`config.mk`:
```
export PLATFORM = sky130hd
export DESIGN_NAME = interrupt_controller_n
export DESIGN_NICKNAME = d
export VERILOG_FILES = /design/src/rtl/interrupt_controller_n.sv
export SDC_FILE = /design/constraint.sdc
export NUM_CORES = 1
export LEC_CHECK = 0
export CORE_MARGIN = 1.5
export CORE_UTILIZATION = 43
export CTS_CLUSTER_SIZE = 16
export DETAILED_ROUTE_END_ITERATION = 12
export PLACE_DENSITY = 0.86
export SLEW_MARGIN = 20
export SYNTH_ARGS = -nofsm -noshare
export SYNTH_HDL_FRONTEND = slang
export SYNTH_SLANG_ARGS = --single-unit
```
`constraint.sdc`:
```
create_clock -name i_Clk -period 6.1 [get_ports i_Clk]
set_clock_uncertainty 0.15 [all_clocks]
set_input_delay 1.83 -clock i_Clk [delete_from_list [all_inputs] [get_ports i_Clk]]
set_output_delay 1.83 -clock i_Clk [all_outputs]
set_load 0.02 [all_outputs]
```
`src/rtl/interrupt_controller_n.sv`:
```
// NUM_SRC-source interrupt controller: synchronised edge detection, pending latches, enable mask,
// fixed lowest-index priority and a REQ/ATTEND handshake. Define INTC_LEVEL_MODE_EN for per-source level mode.
module interrupt_controller_n #(
  parameter int NUM_SRC = 8,
  parameter int ID_W    = $clog2(NUM_SRC)
) (
  input  logic               i_Clk,
  input  logic               i_Rst,
  input  logic               i_WEnable,
  input  logic [31:0]        i_WAddr,
  input  logic [31:0]        i_WData,
  input  logic               i_REnable,
  input  logic [31:0]        i_RAddr,
  output logic [31:0]        o_RData,
  output logic               o_Err,
  input  logic [NUM_SRC-1:0] i_IntSrc,
  input  logic               i_AckAttended,
  input  logic               i_AckComplete,
  output logic               o_IntPending,
  output logic               o_IntAttending,
  output logic               o_IrqReq,
  output logic [ID_W-1:0]    o_IrqNumber
);

  localparam logic [31:0] ADDR_CTRL    = 32'h0;
  localparam logic [31:0] ADDR_ENABLE  = 32'h1;
  localparam logic [31:0] ADDR_PENDING = 32'h2;
  localparam logic [31:0] ADDR_STATUS  = 32'h3;
`ifdef INTC_LEVEL_MODE_EN
  localparam logic [31:0] ADDR_MODE    = 32'h4;
`endif

  typedef enum logic [1:0] {IDLE, REQ, ATTEND} state_t;

  state_t             state;
  logic               ea;
  logic [NUM_SRC-1:0] enable;
  logic [NUM_SRC-1:0] pending;
  logic [NUM_SRC-1:0] mode;
  logic [NUM_SRC-1:0] src_p0;
  logic [NUM_SRC-1:0] src_p1;
  logic [NUM_SRC-1:0] src_p2;

  logic               wr_ctrl;
  logic               wr_enable;
  logic [NUM_SRC-1:0] wr_clr;
  logic               wr_bad;
  logic [31:0]        rd_val;
  logic               rd_bad;
  logic               ea_next;
  logic [NUM_SRC-1:0] enable_next;
  logic [NUM_SRC-1:0] ack_clr;
  logic [NUM_SRC-1:0] set_mask;
  logic [NUM_SRC-1:0] pending_next;
  logic               withdraw;
  logic               unused_wdata;

  assign unused_wdata = ^i_WData;

  function automatic logic [ID_W-1:0] lowest_idx(input logic [NUM_SRC-1:0] v);
    logic [ID_W-1:0] idx;
    idx = '0;
    for (int i = NUM_SRC - 1; i >= 0; i--) begin
      if (v[i]) idx = ID_W'(i);
    end
    return idx;
  endfunction

`ifdef INTC_LEVEL_MODE_EN
  logic wr_mode;
`else
  assign mode = '0;
`endif

  always_comb begin
    wr_ctrl   = 1'b0;
    wr_enable = 1'b0;
    wr_clr    = '0;
    wr_bad    = 1'b0;
`ifdef INTC_LEVEL_MODE_EN
    wr_mode   = 1'b0;
`endif
    if (i_WEnable) begin
      case (i_WAddr)
        ADDR_CTRL:    wr_ctrl   = 1'b1;
        ADDR_ENABLE:  wr_enable = 1'b1;
        ADDR_PENDING: wr_clr    = i_WData[NUM_SRC-1:0];
`ifdef INTC_LEVEL_MODE_EN
        ADDR_MODE:    wr_mode   = 1'b1;
`endif
        default:      wr_bad    = 1'b1;
      endcase
    end
  end

  always_comb begin
    rd_val = '0;
    rd_bad = 1'b0;
    case (i_RAddr)
      ADDR_CTRL:    rd_val[0] = ea;
      ADDR_ENABLE:  rd_val[NUM_SRC-1:0] = enable;
      ADDR_PENDING: rd_val[NUM_SRC-1:0] = pending;
      ADDR_STATUS: begin
        rd_val[31]       = o_IrqReq;
        rd_val[30]       = o_IntAttending;
        rd_val[ID_W-1:0] = o_IrqNumber;
      end
`ifdef INTC_LEVEL_MODE_EN
      ADDR_MODE:    rd_val[NUM_SRC-1:0] = mode;
`endif
      default:      rd_bad = 1'b1;
    endcase
  end

  // Next-cycle register view, so a REQ withdraws in the same edge as the offending write
  always_comb begin
    ea_next      = wr_ctrl ? i_WData[0] : ea;
    enable_next  = wr_enable ? i_WData[NUM_SRC-1:0] : enable;
    ack_clr      = (state == REQ && i_AckAttended) ? (NUM_SRC'(1) << o_IrqNumber) : '0;
    set_mask     = (src_p1 & ~src_p2 & ~mode) | (src_p1 & mode);
    pending_next = (pending & ~(wr_clr | ack_clr)) | set_mask;
    withdraw     = !ea_next || !pending_next[o_IrqNumber] || !enable_next[o_IrqNumber];
  end

  // Bus register stage
  always_ff @(posedge i_Clk) begin
    if (i_Rst) begin
      ea      <= 1'b0;
      enable  <= '0;
      o_RData <= '0;
      o_Err   <= 1'b0;
    end else begin
      ea     <= ea_next;
      enable <= enable_next;
      if (i_WEnable) begin
        o_Err <= wr_bad;
      end else if (i_REnable) begin
        o_Err <= rd_bad;
        if (!rd_bad) o_RData <= rd_val;
      end else begin
        o_Err <= 1'b0;
      end
    end
  end

`ifdef INTC_LEVEL_MODE_EN
  always_ff @(posedge i_Clk) begin
    if (i_Rst) mode <= '0;
    else if (wr_mode) mode <= i_WData[NUM_SRC-1:0];
  end
`endif

  // Source synchroniser (p0, p1), edge history (p2) and pending latch stage
  always_ff @(posedge i_Clk) begin
    if (i_Rst) begin
      src_p0       <= '0;
      src_p1       <= '0;
      src_p2       <= '0;
      pending      <= '0;
      o_IntPending <= 1'b0;
    end else begin
      src_p0       <= i_IntSrc;
      src_p1       <= src_p0;
      src_p2       <= src_p1;
      pending      <= pending_next;
      o_IntPending <= |(pending & enable);
    end
  end

  // Handshake FSM stage
  always_ff @(posedge i_Clk) begin
    if (i_Rst) begin
      state          <= IDLE;
      o_IrqReq       <= 1'b0;
      o_IntAttending <= 1'b0;
      o_IrqNumber    <= '0;
    end else begin
      case (state)
        IDLE: begin
          if (ea && |(pending & enable)) begin
            o_IrqNumber <= lowest_idx(pending & enable);
            o_IrqReq    <= 1'b1;
            state       <= REQ;
          end
        end
        REQ: begin
          if (i_AckAttended) begin
            o_IrqReq <= 1'b0;
            if (i_AckComplete) begin
              state <= IDLE;
            end else begin
              o_IntAttending <= 1'b1;
              state          <= ATTEND;
            end
          end else if (withdraw) begin
            o_IrqReq <= 1'b0;
            state    <= IDLE;
          end
        end
        ATTEND: begin
          if (i_AckComplete) begin
            o_IntAttending <= 1'b0;
            state          <= IDLE;
          end
        end
        default: begin
          o_IrqReq       <= 1'b0;
          o_IntAttending <= 1'b0;
          state          <= IDLE;
        end
      endcase
    end
  end

endmodule

```
After elaboration in Yosys (flattened, before gate mapping)
Cells that the tools add are included.
{"block": "totals", "register_bits": 60}
{"block": "classes", "n_lt_le_gt_ge": 1, "n_eq_ne": 12, "n_shift": 1, "mux": 43, "bitwise": 10, "n_reduce_logical": 18}
{"cell": "== test 32 x 2 -> 1 bit, second input constant", "count": 3}
{"cell": "== test 32 x 1 -> 1 bit, second input constant", "count": 2}
{"cell": "zero test 32 bit", "count": 2}
{"cell": "two-way mux 8 bit", "count": 4}
{"cell": "AND 8 bit", "count": 3}
{"cell": "two-way mux 3 bit", "count": 8}
{"cell": "two-way mux 1 bit", "count": 17}
{"cell": "NOT 8 bit", "count": 2}
{"cell": "bitwise OR 8 bit", "count": 2}
{"cell": "two-way mux 2 bit", "count": 6}
{"cell": "one-hot mux 2 bit (3 select lines)", "count": 2}
{"cell": "one-hot mux 5 bit (2 select lines)", "count": 1}
{"cell": "AND reduction 3 bit", "count": 3}
{"cell": "inequality test 2 bit, second input constant", "count": 4}
{"cell": "OR reduction 8 bit", "count": 1}
{"cell": "left shift 1 x 3 -> 8 bit, first input constant", "count": 1}
{"cell": "binary-select mux 1 bit (select 3 bit)", "count": 2}
{"cell": "one-hot mux 1 bit (3 select lines)", "count": 2}
{"cell": "< comparator 3 x 4 -> 1 bit, second input constant", "count": 1}
{"cell": "one-hot mux 1 bit (4 select lines)", "count": 1}
{"cell": "AND reduction 4 bit", "count": 1}
{"cell": "OR reduction 4 bit", "count": 1}
{"cell": "zero test 1 bit", "count": 3}
{"cell": "inequality test 3 bit, second input constant", "count": 1}
{"cell": "other kinds (8)", "count": 12}

Depth between registers and ports, before layout
{"block": "logic_depth", "word_depth": 15, "mapped_depth": 8, "depth_no_buf": 7}

Worst setup path before layout
No wires, ideal clock.
{"block": "synth_path", "path_kind": "input to register", "from": "input port i_WAddr[5]", "to": "register o_IrqReq", "setup_time_ns": 0.119, "t_arrival_ns": 3.410, "t_required_ns": 5.831, "path_slack_ns": 2.421, "path_stages": 7, "n_path_buf": 0, "cell_sequence": "nor4_2 nand4_2 nor4b_4 nand2_1 a211o_1 a31oi_1 a21oi_1"}
{"block": "synth_between", "elab_chain_cells": 14, "word_cells_on_any_way": 26}
{"element": "start: declaration", "line": "10", "rtl": "input logic [31:0] i_WAddr,"}
{"element": "== test 32 x 2 -> 1 bit", "line": "84", "rtl": "case (i_WAddr)"}
{"element": "two-way mux 8 bit", "line": "84"}
{"element": "two-way mux 8 bit", "line": "83", "rtl": "if (i_WEnable) begin"}
{"element": "bitwise OR 8 bit", "line": "121", "rtl": "pending_next = (pending & ~(wr_clr | ack_clr)) | set_mask;"}
{"element": "NOT 8 bit", "line": "121"}
{"element": "AND 8 bit", "line": "121"}
{"element": "bitwise OR 8 bit", "line": "121"}
{"element": "binary-select mux 1 bit (select 3 bit)", "line": "122", "rtl": "withdraw = !ea_next || !pending_next[o_IrqNumber] || !enable_next[o_IrqNumber];"}
{"element": "two-way mux 1 bit (implied by the code)", "line": "122"}
{"element": "zero test 1 bit", "line": "122"}
{"element": "logical OR 1 bit", "line": "122"}
{"element": "logical OR 1 bit (*)", "line": "122"}
{"element": "inequality test 3 bit (no source line) (*)"}
{"element": "AND reduction 3 bit (no source line) (*)"}
{"element": "end signal: assignment", "line": "174", "rtl": "o_IrqReq <= 1'b0;"}
{"element": "end signal: assignment", "line": "182", "rtl": "o_IrqReq <= 1'b1;"}
{"element": "end signal: assignment", "line": "188", "rtl": "o_IrqReq <= 1'b0;"}
{"element": "end: declaration", "line": "21", "rtl": "output logic o_IrqReq,"}
Mark *: on every way between the ends. The rest lies on a longest branch, timed or not. The select of a mux whose other input is x is not followed.
A chain may end at the register's enable or synchronous reset.

Final worst setup path
{"block": "layout_path", "from": "input port i_WAddr[18]", "to": "register o_IrqReq"}
Same word-level chain as after synthesis.

==> Flow_metrics.wiki <==
{| class="wikitable"
! Metric !! Value
|-
| Worst-case hold slack || roughly 0.28 ns
|-
| XOR/XNOR share of the synthesized area || 0
|-
| Cell accounting for the most synthesized area || sky130_fd_sc_hd__dfxtp_1
|-
| Result of the run || finished, violations left
|-
| Number of vias after detailed routing || 2665
|-
| Std-Cell Core Area || 6460 sq um
|-
| Adder-Cell Fraction of Synth Area || 0
|-
| Critical path capture point type || flop
|-
| Critical Path Fanout Max || 10
|-
| Area Growth Syn to Fin || 38.8%
|-
| Largest family of logic cells by synthesized area || simple AND/OR/NAND/NOR gates
|-
| Busiest layer in global routing || met2
|-
| Leakage power || about 1.4 nW
|-
| Leading cell type by number of instances after synthesis || sky130_fd_sc_hd__dfxtp_1
|-
| Met1 Usage GRT || 0.227
|-
| Post-synthesis simple-gate area fraction || 0.288
|-
| Register area || 1200 sq um
|-
| Achievable Freq || around 240 MHz
|-
| Synth top area cells || sky130_fd_sc_hd__dfxtp_1, sky130_fd_sc_hd__nor2b_1, sky130_fd_sc_hd__buf_4
|-
| Number of max-slew violations in the final report || 0
|-
| Unrepaired setup endpoints after global routing || false
|-
| Most used standard cells in the synthesized netlist || sky130_fd_sc_hd__dfxtp_1, sky130_fd_sc_hd__nor2_1, sky130_fd_sc_hd__nor2b_1, sky130_fd_sc_hd__buf_4, sky130_fd_sc_hd__a21oi_1
|-
| Post-CTS setup repair buffer count || 0
|-
| CTS root buffer || sky130_fd_sc_hd__clkbuf_8
|-
| All-layer global routing usage || 0.207
|-
| Maximum count of clock buffers along a single path || 2
|-
| Maximum VDD drop || 150 uV
|-
| Clock tree from TritonCTS || yes
|-
| Number of rows created at floorplan || 29
|-
| Worst rel slew slack || 0.306
|-
| Setup crit start kind || input port
|-
| Area occupied by multi-input gates || 1550 sq um
|-
| Count of endpoints failing setup in the final report || 0
|-
| Overall power || 802 uW
|-
| Fraction of layout instances using a drive strength above 1 || 0.0746
|-
| Slowest cell on the critical path || sky130_fd_sc_hd__nor4b_4
|-
| Gates resized, CTS repair || 0
|-
| Clock buffers created by TritonCTS || 9
|-
| Total negative slack || 0 ns
|-
| DRC violations left || 15
|-
| Global Route met2 Usage || 0.359
|-
| Slew of the pin with the lowest slew margin || 1.04 ns
|-
| Die X || 85.2 um
|-
| Required @ worst endpoint || slightly above 6 ns
|-
| Area share of the leading cell type in the synthesized netlist || 0.413
|-
| Global-route wire length before repair || 11.5 mm
|-
| Main flop type after synthesis || sky130_fd_sc_hd__dfxtp_1
|-
| Netlist cell types || 45
|-
| Slowest cell delay on critical path || 0.62 ns
|-
| Depth of the CTS H-tree || 3
|-
| Met3 layer usage reported by global route || 0.0759
|-
| Detailed-route vias per instance || between 5 and 6
|-
| Vias in the first global route || 2411
|-
| Overall die area || 7270 sq um
|-
| Layout filler cell count || ~550
|-
| Final weighted congestion of routability-driven global placement || a little over 0.8
|-
| HPWL after detailed placement || ~5.4 mm
|-
| 1st-iter DRT viols || 158
|-
| Arr. time, crit path || 4.17 ns
|-
| Register area share after synthesis || 0.413
|-
| Async SR Flop Fraction || 0
|-
| Number of antenna violations at the first check in global routing || 0
|-
| Maximum number of pins on one net before global-route repair || 62
|-
| Post-layout min period || 4.10 ns
|-
| IO Port Bufs || between 100 and 150
|-
| Clock Latency Late Sink || 0.35 ns
|-
| Post-Synthesis Cell Area || 2910 sq um
|-
| Fin nets || approximately 540
|-
| Portion of netlist area occupied by mux cells || 0.0723
|-
| Cells along the critical path || clkdlybuf4s50_1 > nor4_1 > nand4_1 > nor4b_4 > nand2_1 > a211o_1 > a31oi_1 > a21oi_1
|-
| Classification of the worst-slack hold path || reg2reg
|-
| Mean instance size in the synthesized netlist || 8.89 sq um
|-
| Compound-gate portion of the synthesized area || 0.145
|-
| Count of warnings emitted by yosys || 0
|-
| Number of flops mapped to enable cells by yosys || 0
|-
| Number of hold violations in the final report || 0
|-
| Number of instances in the synthesized netlist || 327
|-
| Clock-pin slew on the worst setup and hold paths || about 0.06 ns
|-
| Global route overflow || 0
|-
| CTS Hold Buffers Added || 0
|-
| Height of the chip || 85.2 um
|-
| Class of the most critical setup path || in2reg
|-
| Pwr/cell area || 199 nW/um^2
|-
| Max cap viols || 0
|-
| Initial core utilization || 0.450
|-
| Total detailed-routing wirelength || 7.10 mm
|-
| Total of flip-flops plus latches after synthesis || 60
|-
| Ports placed on the boundary || 149
|-
| Num Clock Sinks || 60
|-
| Detail-routed net length per standard cell || 14.0 um
|-
| Violations in the final reports || design-rule violations
|-
| Crit share post-route || 0.671
|-
| Count of inserted antenna diode cells || 0
|-
| Routed Antenna Nets || 0
|-
| First-pass DRT Iterations || 8
|}
where the power goes:
part / internal, mW / switching [mW] / leakage, nW / total, mW
logic: 0.0607 / 0.0417 / 0.854 / 0.102
registers: 0.402 / 0.00496 / 0.489 / 0.406
clock network: 0.151 / 0.142 / 0.0848 / 0.293
cell type report:
| type | count | area share |
|---|---|---|
| clock buffer | 11 | 0.0350 |
| clock inverter | 3 | 0.00372 |
| inverter | 2 | 0.00186 |
| multi-input combinational | 250 | 0.384 |
| sequential | 60 | 0.298 |
| tap | 77 | 0.0239 |
| timing repair buffer | 103 | 0.254 |
per-stage QoR:
stage                util  cells  instance area [sq um]  worst slack, ns
finish              0.625    506                   4040             2.00
global route        0.625    506                   4040             1.80
CTS                 0.625    506                   4040             2.00
detailed placement  0.601    492                   3880             1.65
global placement    0.601    492                   3880             1.72
floorplan               -    348                   2990             2.42
placed cells by master (no fill, tap or decap), types with 2 or more instances in the layout:
cell type	instances
sky130_fd_sc_hd__nor4_2	5
sky130_fd_sc_hd__nand4_1	7
sky130_fd_sc_hd__conb_1	22
sky130_fd_sc_hd__and2_1	2
sky130_fd_sc_hd__a22oi_1	11
sky130_fd_sc_hd__dfxtp_1	60
sky130_fd_sc_hd__nor4_1	11
sky130_fd_sc_hd__a211o_1	2
sky130_fd_sc_hd__mux2i_1	12
sky130_fd_sc_hd__a21oi_1	15
sky130_fd_sc_hd__a211oi_1	11
sky130_fd_sc_hd__a221o_1	2
sky130_fd_sc_hd__nand2b_1	7
sky130_fd_sc_hd__nand3_1	5
sky130_fd_sc_hd__mux2_2	6
sky130_fd_sc_hd__nor2_1	44
sky130_fd_sc_hd__nand2_1	14
sky130_fd_sc_hd__inv_1	2
sky130_fd_sc_hd__nor3b_1	3
sky130_fd_sc_hd__clkbuf_8	10
sky130_fd_sc_hd__o31ai_1	2
sky130_fd_sc_hd__a31oi_1	2
sky130_fd_sc_hd__o22ai_1	3
sky130_fd_sc_hd__o21ai_0	7
sky130_fd_sc_hd__nor3_1	6
sky130_fd_sc_hd__nor2b_1	36
sky130_fd_sc_hd__clkinv_2	3
sky130_fd_sc_hd__clkdlybuf4s50_1	101
layer usage:
layer  share of wire  up-vias
li1                -     1324
met4           0.022        0
met1            0.38     1199
met5               0        -
met2            0.49      127
met3            0.10       15
critical path, delay by kind of cell:
| family | cells | cell delay (ns) |
|---|---|---|
| AO/OA/AOI/OAI | 3 | 0.59 |
| buffers and inverters | 1 | 0.39 |
| AND/OR/NAND/NOR | 4 | 1.35 |
final timing paths:
| check | start | end | slack (ns) | depth (start not counted) |
|---|---|---|---|---|
| setup / recovery | i_WAddr[18] | o_IrqReq | 2.00 | 8 |
| hold / removal | src_p0[2] | src_p1[2] | 0.28 | 1 |
| setup reg to reg | o_IrqNumber[1] | o_IrqReq | 3.90 | 7 |
| hold reg to reg | src_p0[2] | src_p1[2] | 0.28 | 1 |
logic make-up (layout without fill, tap and decap cells):
family | Yosys count | after routing
AND/OR/NAND/NOR | 147 | 147
AO/OA/AOI/OAI | 62 | 62
flip-flops | 60 | 60
buffers and inverters | 38 | 119
multiplexers | 19 | 19
other | 1 | 22
sequential cells by signal, summed over array words and instances, names as in the netlist:
register and flops:
o_IntAttending 1, o_IrqReq 1, o_Err 1, enable 8, o_IrqNumber 3, o_IntPending 1
src_p1 8, o_RData 10, src_p2 8, state 2, pending 8, src_p0 8
ea 1
No activity file was read; power rests on OpenSTA's default activity.
